File: config.mk
export PLATFORM = sky130hd
export DESIGN_NAME = mac_vec_unit
export DESIGN_NICKNAME = d
export VERILOG_FILES = /design/src/rtl/mac_pkg.sv /design/src/rtl/mac_mul_stage.sv /design/src/rtl/mac_vec_unit.sv
export SDC_FILE = /design/constraint.sdc
export NUM_CORES = 1
export LEC_CHECK = 0
export CORE_MARGIN = 2
export CORE_UTILIZATION = 48
export DETAILED_ROUTE_END_ITERATION = 16
export MAX_ROUTING_LAYER = met4
export PLACE_DENSITY = 0.79
export SYNTH_ARGS = -nofsm -noshare
export SYNTH_HDL_FRONTEND = slang
export SYNTH_SLANG_ARGS = --single-unit
File: constraint.sdc
create_clock -name clk -period 4.11 [get_ports clk]
set_clock_uncertainty 0.05 [all_clocks]
set_input_delay 0.822 -clock clk [delete_from_list [all_inputs] [get_ports clk]]
set_output_delay 0.822 -clock clk [all_outputs]
set_load 0.05 [all_outputs]
File: src/rtl/mac_pkg.sv
// Shared types and arithmetic helpers for the vector MAC engine.
package mac_pkg;

    // Engine state: no partial sum, accumulating, last product in flight, result held.
    typedef enum logic [1:0] {
        IDLE  = 2'd0,
        ACCUM = 2'd1,
        DRAIN = 2'd2,
        HOLD  = 2'd3
    } state_t;

    // Widest accumulator the helper below can handle (one guard bit is needed).
    localparam int SAT_MAX_W = 64;

    // Adds two w-bit signed values (passed sign-extended to 64 bits).
    // Returns the w-bit result, sign-extended, either wrapped or clamped.
    // ovf follows the classic rule: equal addend signs, different sum sign.
    function automatic logic signed [SAT_MAX_W-1:0] sat_add(
        input  logic signed [SAT_MAX_W-1:0] a,
        input  logic signed [SAT_MAX_W-1:0] b,
        input  int unsigned                 w,
        input  logic                        sat,
        output logic                        ovf
    );
        logic signed [SAT_MAX_W-1:0] sum;
        logic signed [SAT_MAX_W-1:0] a_sh;
        logic signed [SAT_MAX_W-1:0] b_sh;
        logic signed [SAT_MAX_W-1:0] s_sh;
        logic signed [SAT_MAX_W-1:0] max_v;
        int unsigned                 sh;
        sh    = SAT_MAX_W - w;
        sum   = a + b;
        // Move bit w-1 of each operand to the top so its sign is bit 63.
        a_sh  = a <<< sh;
        b_sh  = b <<< sh;
        s_sh  = sum <<< sh;
        ovf   = (a_sh[SAT_MAX_W-1] == b_sh[SAT_MAX_W-1]) &&
                (s_sh[SAT_MAX_W-1] != a_sh[SAT_MAX_W-1]);
        max_v = (64'sd1 <<< (w - 1)) - 64'sd1;
        if (sat && ovf) begin
            sat_add = a_sh[SAT_MAX_W-1] ? ~max_v : max_v;
        end else begin
            sat_add = s_sh >>> sh;
        end
    endfunction

endpackage

File: src/rtl/mac_mul_stage.sv
// Stage 1 of the MAC pipeline: registered signed product plus beat tags.
module mac_mul_stage
    import mac_pkg::*;
#(
    parameter int DATA_W = 8
) (
    input  logic                       clk,
    input  logic                       reset_n,
    input  logic                       clear_i,
    input  logic                       beat_i,
    input  logic                       first_i,
    input  logic                       last_i,
    input  logic signed [DATA_W-1:0]   a_i,
    input  logic signed [DATA_W-1:0]   b_i,
    output logic signed [2*DATA_W-1:0] prod_o,
    output logic                       valid_o,
    output logic                       first_o,
    output logic                       last_o
);

    logic signed [2*DATA_W-1:0] prod_q;
    logic                       valid_q;
    logic                       first_q;
    logic                       last_q;

    // Capture the full-width product and its tags on each accepted beat.
    always_ff @(posedge clk or negedge reset_n) begin
        if (!reset_n) begin
            prod_q  <= '0;
            valid_q <= 1'b0;
            first_q <= 1'b0;
            last_q  <= 1'b0;
        end else if (clear_i) begin
            valid_q <= 1'b0;
            first_q <= 1'b0;
            last_q  <= 1'b0;
        end else begin
            valid_q <= beat_i;
            if (beat_i) begin
                prod_q  <= (2*DATA_W)'(a_i) * (2*DATA_W)'(b_i);
                first_q <= first_i;
                last_q  <= last_i;
            end
        end
    end

    assign prod_o  = prod_q;
    assign valid_o = valid_q;
    assign first_o = first_q;
    assign last_o  = last_q;

endmodule

File: src/rtl/mac_vec_unit.sv
// Pipelined signed dot-product engine: one result per in_last-terminated vector.
// Build option: define MAC_SAT_EN to clamp the accumulator instead of wrapping.
module mac_vec_unit
    import mac_pkg::*;
#(
    parameter int DATA_W = 8,
    parameter int ACC_W  = 32,
    parameter int CNT_W  = 8
) (
    input  logic                     clk,
    input  logic                     reset_n,
    input  logic                     clear,
    input  logic                     in_valid,
    output logic                     in_ready,
    input  logic signed [DATA_W-1:0] in_a,
    input  logic signed [DATA_W-1:0] in_b,
    input  logic                     in_last,
    output logic                     out_valid,
    input  logic                     out_ready,
    output logic signed [ACC_W-1:0]  out_y,
    output logic [CNT_W-1:0]         out_count,
    output logic                     out_ovf
);

    if (ACC_W < 2*DATA_W) begin : g_acc_w_check
        $error("mac_vec_unit: ACC_W must be >= 2*DATA_W");
    end
    if (ACC_W > SAT_MAX_W - 1) begin : g_acc_max_check
        $error("mac_vec_unit: ACC_W must be <= 63");
    end

`ifdef MAC_SAT_EN
    localparam logic SAT_EN = 1'b1;
`else
    localparam logic SAT_EN = 1'b0;
`endif

    state_t                     state_q, state_d;
    logic signed [ACC_W-1:0]    acc_q, acc_d;
    logic [CNT_W-1:0]           cnt_q, cnt_d;
    logic                       ovf_q, ovf_d;
    logic signed [ACC_W-1:0]    out_y_q, out_y_d;
    logic [CNT_W-1:0]           out_cnt_q, out_cnt_d;
    logic                       out_ovf_q, out_ovf_d;

    logic                       beat;
    logic signed [2*DATA_W-1:0] p_prod;
    logic                       p_valid, p_first, p_last;
    logic signed [ACC_W-1:0]    acc_base;
    logic signed [ACC_W-1:0]    acc_sum;
    logic                       step_ovf;

    assign in_ready  = !clear && (state_q == IDLE || state_q == ACCUM);
    assign beat      = in_valid && in_ready;
    assign out_valid = (state_q == HOLD);
    assign out_y     = out_y_q;
    assign out_count = out_cnt_q;
    assign out_ovf   = out_ovf_q;

    mac_mul_stage #(.DATA_W(DATA_W)) u_mul (
        .clk     (clk),
        .reset_n (reset_n),
        .clear_i (clear),
        .beat_i  (beat),
        .first_i (state_q == IDLE),
        .last_i  (in_last),
        .a_i     (in_a),
        .b_i     (in_b),
        .prod_o  (p_prod),
        .valid_o (p_valid),
        .first_o (p_first),
        .last_o  (p_last)
    );

    // Next state: clear wins, otherwise walk IDLE/ACCUM -> DRAIN -> HOLD -> IDLE.
    always_comb begin
        state_d = state_q;
        if (clear) begin
            state_d = IDLE;
        end else begin
            case (state_q)
                IDLE:    if (beat) state_d = in_last ? DRAIN : ACCUM;
                ACCUM:   if (beat && in_last) state_d = DRAIN;
                DRAIN:   state_d = HOLD;
                HOLD:    if (out_ready) state_d = IDLE;
                default: state_d = IDLE;
            endcase
        end
    end

    // Stage 2: accumulate, count and track overflow; snapshot the result in DRAIN.
    always_comb begin
        acc_base  = p_first ? '0 : acc_q;
        step_ovf  = 1'b0;
        acc_sum   = ACC_W'(sat_add(64'(acc_base), 64'(p_prod), ACC_W, SAT_EN, step_ovf));
        acc_d     = acc_q;
        cnt_d     = cnt_q;
        ovf_d     = ovf_q;
        out_y_d   = out_y_q;
        out_cnt_d = out_cnt_q;
        out_ovf_d = out_ovf_q;
        if (clear) begin
            acc_d = '0;
            cnt_d = '0;
            ovf_d = 1'b0;
        end else begin
            if (p_valid) begin
                acc_d = acc_sum;
                ovf_d = (p_first ? 1'b0 : ovf_q) | step_ovf;
                if (p_first) begin
                    cnt_d = CNT_W'(1);
                end else if (cnt_q != '1) begin
                    cnt_d = cnt_q + CNT_W'(1);
                end
            end
            if (state_q == DRAIN && p_last) begin
                out_y_d   = acc_d;
                out_cnt_d = cnt_d;
                out_ovf_d = ovf_d;
            end
        end
    end

    // State and datapath registers with asynchronous reset.
    always_ff @(posedge clk or negedge reset_n) begin
        if (!reset_n) begin
            state_q   <= IDLE;
            acc_q     <= '0;
            cnt_q     <= '0;
            ovf_q     <= 1'b0;
            out_y_q   <= '0;
            out_cnt_q <= '0;
            out_ovf_q <= 1'b0;
        end else begin
            state_q   <= state_d;
            acc_q     <= acc_d;
            cnt_q     <= cnt_d;
            ovf_q     <= ovf_d;
            out_y_q   <= out_y_d;
            out_cnt_q <= out_cnt_d;
            out_ovf_q <= out_ovf_d;
        end
    end

endmodule
==> impl_metrics.py, run 1 <==
metrics = {
    "clocking": {
        "cts_tree": "yes",
        "cts_root_buffer": "clkbuf_16",
        "clk_latency_ns": 0.36,
        "cts_buffers": 9,
        "clockBufferDepth": 2,
        "cts.reportedPaths.clkPinSlew_ns": 0.07,
        "cts_hold_buf": 0,
        "htreeDepth": 3,
        "cts_sinks": 103,
    },
    "drt": {
        "ant_nets": 0,
        "drt-vias-per-instance": 5.20,
        "wire_per_inst_um": 14.0,
        "drc": 0,
        "drt_iter0_markers": 253,
        "totalWireLength_um": 17500,
        "via_count": 6481,
        "dr.pass1.iters": 4,
    },
    "placed_design": {
        "port_buffers": 64,
        "place_inst": 1215,
        "dp_slack_ns": -1.39,
        "place_area_um2": 9620,
        "gp_congestion": 0.907,
        "dpl.hpwl_um": 12800,
    },
    "yosys": {
        "ys_ff_latch": 103,
        "synth_compound_gate_area_share_pct": 12.7,
        "synth_top_family_by_area": "adder cells",
        "yosysWarnings": 0,
        "synthAdderAreaFrac_pct": 23.3,
        "synth_area_leader_cell": "dfrtp_1",
        "synth_mux_area_share_pct": 4.61,
        "synthSimpleGateAreaFrac_pct": 17.8,
        "synth_top_area_share_pct": 31.1,
        "ys_top_cells_by_area": "dfrtp_1 31%, fa_1 14%, ha_1 9.8%, nand2_1 4.6%, inv_1 4.2%",
        "synthXorXnorAreaFrac_pct": 4.94,
        "synthArstFlopShare_pct": 100,
        "yosysSeqAreaShare_pct": 31.1,
        "syn-num-nets": 1047,
        "synth_edf_count": 0,
        "synth.distinct_cells": 54,
        "syn_avg_cell_area_um2": 9.18,
        "syn_area_um2": 8300,
        "synthFlopType": "dfrtp_1",
        "synthCells": 904,
    },
    "setup_path": {
        "worst-setup-path-type": "in2reg",
        "slowest_stage": "fa_1",
        "path_common_cell": "fa_1",
        "cp-end-kind": "register",
        "cp-start-kind": "input pin",
        "critical_path_buf_inv_count": 4,
        "path_cells": "buf_8 > and2_4 > fa_2 > fa_1 > inv_2 > fa_1 > fa_1 > inv_2 > ha_4 > inv_4 > o21bai_4 > a211o_1 > a31oi_4 > nor2b_1 > o21a_1 > o41ai_2 > xnor2_1 > o21ai_1",
        "cpLargestDelayFamily": "adder cells",
        "worstPathArrival_ns": 4.81,
        "slowest_delay_ns": 0.57,
        "required_ns": 4.30,
        "r2r_slack_ns": 0.31,
        "crit_fanout": 7,
    },
    "finish": {
        "diodes": 0,
        "final_cell_area_um2": 10300,
        "final_util_pct": 60.3,
        "syn2layout_area_growth_pct": 24.3,
        "num-nets-final": 1159,
        "finalNonFillerCells": 1246,
        "drive_gt1_share_pct": 17.8,
    },
    "sta": {
        "finalCritPeriodShare_pct": 112,
        "fin_crit_ns": 4.62,
        "finalSetupViolCount": 5,
        "setup_tns_ns": -1.55,
        "slew_viol_final": 0,
        "rsz0062_at_grt": "yes",
        "setup_ws_ns": -0.512,
        "relSlewSlack_pct": 30.8,
        "max_freq_mhz": 216,
        "hold_violations": 0,
        "max_slew.worst_pin.slew_ns": 1.04,
    },
    "global_route": {
        "track_usage_pct": 21.0,
        "grt_pass1_wl_um": 30500,
        "grt_pass1_vias": 6601,
        "antenna_found_initial": 0,
        "grt_max_degree": 50,
        "gr-total-overflow": 0,
    },
    "power": {
        "leakage_uw": 0.00496,
        "powerDensity_nw_per_um2": 645,
        "irDropWorstVdd_mv": 0.389,
    },
    "floorplanning": {
        "die_area_um2": 18400,
        "die_x_um": 136,
        "fp.dieH_um": 136,
        "row_count": 48,
        "pin_count": 65,
        "core_area_um2": 17100,
        "start_util_pct": 48.5,
    },
    "hold_path": {
        "hold_class": "in2async",
    },
    "status": {
        "violations": "setup timing",
        "status": "finished with violations",
    },
    "run": {
        "cap_violations": 0,
    },
}
-- state kept, by name (all words and copies together), names as in the netlist --
signal,cells
u_mul.prod_o,16
u_mul.valid_o,1
out_count,8
ovf_q,1
out_ovf,1
cnt_q,8
state_q,2
out_y,32
u_mul.first_o,1
acc_q,32
u_mul.last_o,1
-- kinds of logic after synthesis --
group,after synthesis
multiplexers,37
AND/OR/NAND/NOR,303
adder cells (fa/ha/maj),121
XOR/XNOR,46
AO/OA/AOI/OAI,170
flip-flops,103
buffers and inverters,124
-- synthesized netlist by cell type, types with 2 or more instances --
master and instances:
a41oi_1 2, xnor2_1 32, a22o_1 2, mux2i_1 30, inv_1 92, a31o_2 2, xor2_1 13, nor2b_1 39
nand4_1 7, o21bai_1 8, nor3b_1 3, nand3b_1 4, and3_1 7, nor2_1 66, o21ai_1 25, ha_1 65
buf_1 5, o21a_1 5, or2_2 2, fa_1 56, mux2_2 6, o21ai_0 39, a31oi_1 5, clkbuf_1 27
a211o_1 3, nand3_1 12, a21o_1 19, nor3_1 8, nand2b_1 7, dfrtp_1 103, o211ai_1 4, and2_1 40
a21oi_1 36, a211oi_1 4, a22oi_1 4, and3b_1 2, nand2_1 102, a211oi_2 2
-- metrics by stage --
step | power (uW) | hold WS, ns
6_report | 6650 | 0.391
3_3_place_gp | 5330 | 0.413
5_1_grt | 7190 | 0.442
3_5_place_dp | 5450 | 0.424
2_1_floorplan | 4320 | 0.406
4_1_cts | 6540 | 0.415
-- cells in the final DEF, fill, tap and decap left out, drive strengths merged, types with 5 or more instances in the layout --
master and count:
nor2b 39, clkbuf 11, and2 40, mux2 7
dfrtp 103, nor3 8, and3 7, mux2i 30
fa 56, clkdlybuf4s50 46, nor2 66, buf 86
a21o 19, a31oi 5, o21bai 8, a211oi 6
nand2 102, nand4 7, o21a 5, a21oi 36
xnor2 33, o21ai 65, ha 65, nand3 12
inv 94, xor2 13, nand2b 7
-- final cells by class --
type	count	area (um^2)
clock inverter	6	97.6
sequential	103	2580
clock buffer	10	239
tap	225	282
fill	1444	6800
inverter	92	352
multi-input combinational	677	5550
timing repair buffer	133	1220
-- metal layers --
layer	part of all wire, %	GRT usage (%)
met5	0	-
met4	1.2	6.02
met3	2.5	1.38
met2	52	37.1
met1	44	26.0
-- repair_timing --
action | CTS | global route
gates cloned | 0 | 0
setup endpoints to repair | 9 | 7
setup buffers | 15 | 5
gates resized for setup | 125 | 34
pin swaps | 20 | 24
-- power breakdown --
part	total (uW)	internal, uW	switching (uW)
clock	959	560	399
sequential	1540	1300	233
combinational	4160	1920	2240
-- path summary, 6_finish.rpt --
kind | endpoint | depth (start not counted) | start
setup reg to reg | acc_q[31]$_DFF_PN0_ | 13 | u_mul.first_o$_DFFE_PN0P_
setup / recovery | u_mul.prod_o[15]$_DFFE_PN0P_ | 18 | in_b[2]
hold / removal | cnt_q[4]$_DFF_PN0_ | 1 | reset_n
hold reg to reg | out_count[3]$_DFFE_PN0P_ | 2 | out_count[3]$_DFFE_PN0P_
max in group asynchronous | out_y[21]$_DFFE_PN0P_ | 2 | reset_n
min in group clk | out_count[3]$_DFFE_PN0P_ | 2 | out_count[3]$_DFFE_PN0P_
Power figures use the tool's default switching activity.
==> run 2, diff against run 1 <==
--- a/config.mk
+++ b/config.mk
@@ -6,10 +6,11 @@
 export NUM_CORES = 1
 export LEC_CHECK = 0
 export CORE_MARGIN = 2
-export CORE_UTILIZATION = 48
+export CORE_UTILIZATION = 30
 export DETAILED_ROUTE_END_ITERATION = 16
 export MAX_ROUTING_LAYER = met4
-export PLACE_DENSITY = 0.79
+export PLACE_DENSITY = 0.58
+export SLEW_MARGIN = 20
 export SYNTH_ARGS = -nofsm -noshare
 export SYNTH_HDL_FRONTEND = slang
 export SYNTH_SLANG_ARGS = --single-unit
==> impl_metrics.py, run 2 (synthesis gave the netlist of run 1 again) <==
metrics = {
    "status": {
        "violations": "setup timing",
        "status": "finished with violations",
    },
    "finish": {
        "layout_common_cells": "102 x dfrtp_1, 97 x nand2_1, 78 x inv_1, 64 x buf_4, 62 x nor2_1",
        "layout_commonest_cell": "dfrtp_1",
        "seqCellArea_um2": 2580,
        "final_util_pct": 38.2,
        "num-nets-final": 1155,
        "syn2layout_area_growth_pct": 24.5,
        "drive_gt1_share_pct": 17.2,
        "multiInputGateArea_um2": 5520,
        "finalNonFillerCells": 1358,
        "nFillCells": 2743,
        "diodes": 0,
    },
    "setup_path": {
        "startpoint": "in_b[7]",
        "worstPathArrival_ns": 4.77,
        "crit_fanout": 4,
        "r2r-end": "out_y[28]$_DFFE_PN0P_",
        "r2r_slack_ns": 0.58,
        "cp-end-kind": "register",
        "crit_end": "u_mul.prod_o[15]$_DFFE_PN0P_",
        "r2r-start": "u_mul.first_o$_DFFE_PN0P_",
        "reg2reg_depth": 13,
        "worst-setup-path-type": "in2reg",
        "cp-start-kind": "input pin",
        "required_ns": 4.26,
    },
    "floorplanning": {
        "row_count": 60,
        "core_area_um2": 27000,
        "start_util_pct": 30.7,
        "die_x_um": 170,
        "fp.dieH_um": 170,
        "pin_count": 65,
        "die_area_um2": 29000,
    },
    "global_route": {
        "track_usage_pct": 13.5,
        "grt_pass1_wl_um": 31200,
        "grt_pass1_vias": 6513,
        "gr-total-overflow": 0,
        "antenna_found_initial": 0,
        "grt_max_degree": 61,
    },
    "clocking": {
        "cts_root_buffer": "clkbuf_16",
        "cts_sinks": 103,
        "cts_tree": "yes",
        "clk_latency_ns": 0.36,
        "cts_buffers": 9,
        "cts_hold_buf": 0,
        "htreeDepth": 3,
        "cts.reportedPaths.clkPinSlew_ns": 0.07,
        "clockBufferDepth": 2,
    },
    "sta": {
        "finalCritPeriodShare_pct": 112,
        "hold_violations": 0,
        "max_freq_mhz": 216,
        "relSlewSlack_pct": 38.1,
        "setup_ws_ns": -0.510,
        "slew_viol_final": 0,
        "max_slew.worst_pin.slew_ns": 0.926,
        "setup_tns_ns": -1.50,
        "finalSetupViolCount": 5,
        "fin_crit_ns": 4.62,
        "rsz0062_at_grt": "yes",
    },
    "drt": {
        "wire_per_inst_um": 13.1,
        "drt-vias-per-instance": 4.67,
        "totalWireLength_um": 17800,
        "drt_iter0_markers": 282,
        "via_count": 6341,
        "drc": 0,
        "ant_nets": 0,
        "dr.pass1.iters": 5,
    },
    "placed_design": {
        "place_inst": 1335,
        "gp_congestion": 0.842,
        "dp_slack_ns": -1.47,
        "dpl.hpwl_um": 13800,
        "port_buffers": 64,
    },
    "power": {
        "totalPowerFinal_uw": 6570,
        "irDropWorstVdd_mv": 0.239,
        "powerDensity_nw_per_um2": 635,
        "leakage_uw": 0.00492,
    },
    "run": {
        "cap_violations": 0,
    },
    "hold_path": {
        "hold_class": "reg2reg",
    },
}
[run 2: power by group]
part           switching (uW)  total, uW  internal [uW]
Clock                     395        889            493
Combinational            2250       4160           1920
Sequential                207       1510           1310
Total                    2850       6570           3720
[run 2: per-stage QoR]
| stage | area, um^2 | hold WS (ns) |
|---|---|---|
| detailed placement | 9800 | 0.420 |
| floorplan | 8420 | 0.406 |
| global route | 10300 | 0.452 |
| CTS | 10300 | 0.437 |
| global placement | 9800 | 0.411 |
| finish | 10300 | 0.428 |
[run 2: per-layer routing]
| metal | up-vias | share of wire, % | track usage [%] |
|---|---|---|---|
| met4 | 0 | 1.2 | 3.79 |
| met1 | 3034 | 49 | 17.4 |
| li1 | 3211 | - | - |
| met5 | - | 0 | - |
| met3 | 13 | 1.8 | 1.26 |
| met2 | 83 | 48 | 22.7 |
[run 2: critical path, stage by stage]
cell	delay (ns)
buf_8	0.07
clkinvlp_4	0.13
buf_6	0.15
nor2_4	0.09
fa_1	0.44
fa_1	0.51
fa_1	0.53
inv_2	0.04
fa_1	0.51
inv_2	0.04
ha_4	0.21
or2_4	0.23
a31oi_4	0.18
nor2b_1	0.06
o21a_1	0.21
o41ai_2	0.31
xnor2_1	0.17
o21ai_1	0.07
[run 2: layout make-up]
type                    instances  area share, %
clock buffers                  10           2.31
clock inverters                 6          0.666
inverters                      92           3.38
multi-input cells             677           53.4
flip-flops and latches        103           25.0
well taps                     341           4.13
repair buffers                129           11.1
[run 2: repair_timing]
action | in CTS | in global routing
pin swaps | 28 | 23
endpoints found under the hold margin | 0 | 0
resized for setup | 123 | 21
setup buffers | 5 | 2
setup endpoints to repair | 10 | 6
[run 2: worst min path at each step]
stage	depth (start not counted)	slack [ns]	end	start
5_1_grt	2	0.45	out_y[22]$_DFFE_PN0P_	out_y[22]$_DFFE_PN0P_
6_report	2	0.43	out_y[3]$_DFFE_PN0P_	out_y[3]$_DFFE_PN0P_
4_1_cts	2	0.44	out_y[3]$_DFFE_PN0P_	out_y[3]$_DFFE_PN0P_
2_1_floorplan	2	0.41	u_mul.prod_o[0]$_DFFE_PN0P_	u_mul.prod_o[0]$_DFFE_PN0P_
3_5_place_dp	2	0.42	out_y[3]$_DFFE_PN0P_	out_y[3]$_DFFE_PN0P_
3_3_place_gp	2	0.41	out_count[4]$_DFFE_PN0P_	out_count[4]$_DFFE_PN0P_
==> run 3, diff against run 2 <==
--- a/config.mk
+++ b/config.mk
@@ -9,8 +9,9 @@
 export CORE_UTILIZATION = 30
 export DETAILED_ROUTE_END_ITERATION = 16
 export MAX_ROUTING_LAYER = met4
-export PLACE_DENSITY = 0.58
+export PLACE_DENSITY = 0.57
 export SLEW_MARGIN = 20
 export SYNTH_ARGS = -nofsm -noshare
 export SYNTH_HDL_FRONTEND = slang
+export SYNTH_HIERARCHICAL = 1
 export SYNTH_SLANG_ARGS = --single-unit
==> impl_metrics.py, run 3 <==
metrics = {
    "finish": {
        "num-nets-final": 1185,
        "layout_common_cells": "102 x dfrtp_1, 91 x nand2_1, 78 x inv_1, 68 x nor2_1, 60 x buf_4",
        "multiInputGateArea_um2": 5870,
        "seqCellArea_um2": 2580,
        "layout_commonest_cell": "dfrtp_1",
        "syn2layout_area_growth_pct": 22.8,
        "drive_gt1_share_pct": 16.9,
        "final_cell_area_um2": 10700,
        "diodes": 0,
        "nFillCells": 2951,
    },
    "floorplanning": {
        "row_count": 62,
        "die_x_um": 174,
        "pin_count": 65,
        "fp.dieH_um": 174,
        "die_area_um2": 30400,
        "core_area_um2": 28600,
        "start_util_pct": 30.4,
    },
    "global_route": {
        "grt_pass1_vias": 6841,
        "track_usage_pct": 13.7,
        "antenna_found_initial": 0,
        "grt_pass1_wl_um": 33600,
        "grt_max_degree": 54,
        "gr-total-overflow": 0,
    },
    "sta": {
        "finalCritPeriodShare_pct": 104,
        "max_slew.worst_pin.slew_ns": 0.857,
        "relSlewSlack_pct": 42.7,
        "slew_viol_final": 0,
        "setup_ws_ns": -0.168,
        "hold_violations": 0,
        "finalSetupViolCount": 6,
        "max_freq_mhz": 234,
        "worst_hold_slack_ns": 0.365,
        "fin_crit_ns": 4.28,
        "rsz0062_at_grt": "yes",
    },
    "placed_design": {
        "dpl.hpwl_um": 15100,
        "dp_slack_ns": -1.08,
        "port_buffers": 64,
        "place_area_um2": 10200,
        "gp_congestion": 0.900,
    },
    "setup_path": {
        "reg2reg_depth": 13,
        "worst-setup-path-type": "in2reg",
        "crit_fanout": 7,
        "required_ns": 4.33,
        "worstPathArrival_ns": 4.50,
        "cp-start-kind": "input pin",
        "cp-end-kind": "register",
    },
    "yosys": {
        "syn_area_um2": 8700,
        "synth.distinct_cells": 73,
        "syn_avg_cell_area_um2": 9.26,
        "ys_ff_latch": 103,
        "yosysSeqAreaShare_pct": 29.6,
        "synthArstFlopShare_pct": 100,
        "yosysWarnings": 6,
        "synthTopCellsByCount": "103 x dfrtp_1, 94 x nand2_1, 92 x inv_1",
        "synthCells": 940,
        "yosysMostFrequentCell": "dfrtp_1",
        "ys_top_cells_by_area": "dfrtp_1 30%, fa_1 13%, ha_1 9.3%, nand2_1 4.1%, inv_1 4.0%",
        "synth_edf_count": 0,
        "synthFlopType": "dfrtp_1",
        "syn-num-nets": 1083,
        "synth_area_leader_cell": "dfrtp_1",
        "synth_top_area_share_pct": 29.6,
    },
    "drt": {
        "via_count": 6646,
        "drt-vias-per-instance": 4.64,
        "dr.pass1.iters": 4,
        "drt_iter0_markers": 231,
        "wire_per_inst_um": 13.6,
        "ant_nets": 0,
        "drc": 0,
        "totalWireLength_um": 19500,
    },
    "power": {
        "p_int_uw": 3210,
        "totalPowerFinal_uw": 5490,
        "switchingPower_uw": 2280,
        "p_sw_share_pct": 41.6,
        "powerDensity_nw_per_um2": 514,
        "p_comb_share_pct": 61.1,
        "irDropWorstVdd_mv": 0.218,
        "p_clk_share_pct": 15.5,
        "seq_power_share_pct": 23.4,
        "leakage_uw": 0.00509,
    },
    "run": {
        "cap_violations": 0,
    },
    "clocking": {
        "cts_hold_buf": 0,
        "cts_tree": "yes",
        "htreeDepth": 3,
        "cts_buffers": 9,
        "cts.reportedPaths.clkPinSlew_ns": 0.07,
        "cts_root_buffer": "clkbuf_16",
        "clockBufferDepth": 2,
        "cts_sinks": 103,
        "clk_latency_ns": 0.36,
    },
    "hold_path": {
        "hold_class": "in2async",
    },
    "status": {
        "violations": "setup timing",
        "status": "finished with violations",
    },
}
run 3: power by group through the flow:
stage	logic (uW)	registers, uW	clock network [uW]
floorplan	2070	1410	0
global placement	3030	1300	0
detailed placement	3080	1300	0
CTS	3240	1290	879
global route	3770	1310	922
finish	3360	1280	852
run 3: cell type report:
cell class	count	share of cell area [%]
well taps	384	4.50
clock inverters	6	0.574
multi-input cells	711	55.0
flip-flops and latches	103	24.1
clock buffers	10	2.14
repair buffers	125	10.5
inverters	92	3.25
run 3: metal layers:
metal	global-route usage (%)	routed length [um]
met1	17.9	9410
met3	1.64	539
met5	-	0
met2	22.7	9320
met4	3.12	222
run 3: cells by family (layout without fill, tap and decap cells):
family / Yosys count / after routing / synth area share [%]
compound gates: 194 / 194 / 15.6
xor+xnor: 42 / 42 / 4.23
fa+ha+maj: 121 / 121 / 22.2
buf+inv: 126 / 233 / 5.55
flops: 103 / 103 / 29.6
mux: 39 / 39 / 4.72
simple gates: 315 / 315 / 18.0
run 3: worst max-delay path, stage by stage:
cell and delay (ns):
buf_12 0.11, and2_4 0.17, fa_1 0.57, inv_2 0.05, fa_1 0.47, inv_1 0.05, fa_1 0.47, inv_1 0.05
fa_1 0.49, inv_2 0.04, ha_4 0.22, a211o_4 0.33, o311a_1 0.31, o21a_1 0.18, o31ai_2 0.17
run 3: stage by stage:
| stage | setup TNS [ns] | cells | util (%) |
|---|---|---|---|
| global placement | -8.43 | 1409 | 35.6 |
| CTS | -0.675 | 1428 | 36.9 |
| global route | -1.62 | 1431 | 37.3 |
| detailed placement | -9.06 | 1409 | 35.6 |
| finish | -0.530 | 1431 | 37.3 |
| floorplan | -1.14 | 940 | - |
run 3: worst paths after layout:
path,startpoint,to,slack (ns)
min,reset_n,out_y[17]$_DFFE_PN0P_,0.36
min in group clk,out_y[6]$_DFFE_PN0P_,out_y[6]$_DFFE_PN0P_,0.43
max,in_b[3],u_mul/prod_o[14]$_DFFE_PN0P_,-0.17
max in group asynchronous,reset_n,u_mul/last_o$_DFFE_PN0P_,2.81
max reg2reg,u_mul/first_o$_DFFE_PN0P_,acc_q[30]$_DFF_PN0_,0.52
min reg2reg,out_y[6]$_DFFE_PN0P_,out_y[6]$_DFFE_PN0P_,0.43
run 3: timing repair:
item                       in CTS  in global routing
buffers inserted                3                  3
resized for setup             101                 34
pin swaps                      37                 34
setup endpoints to repair      10                  8
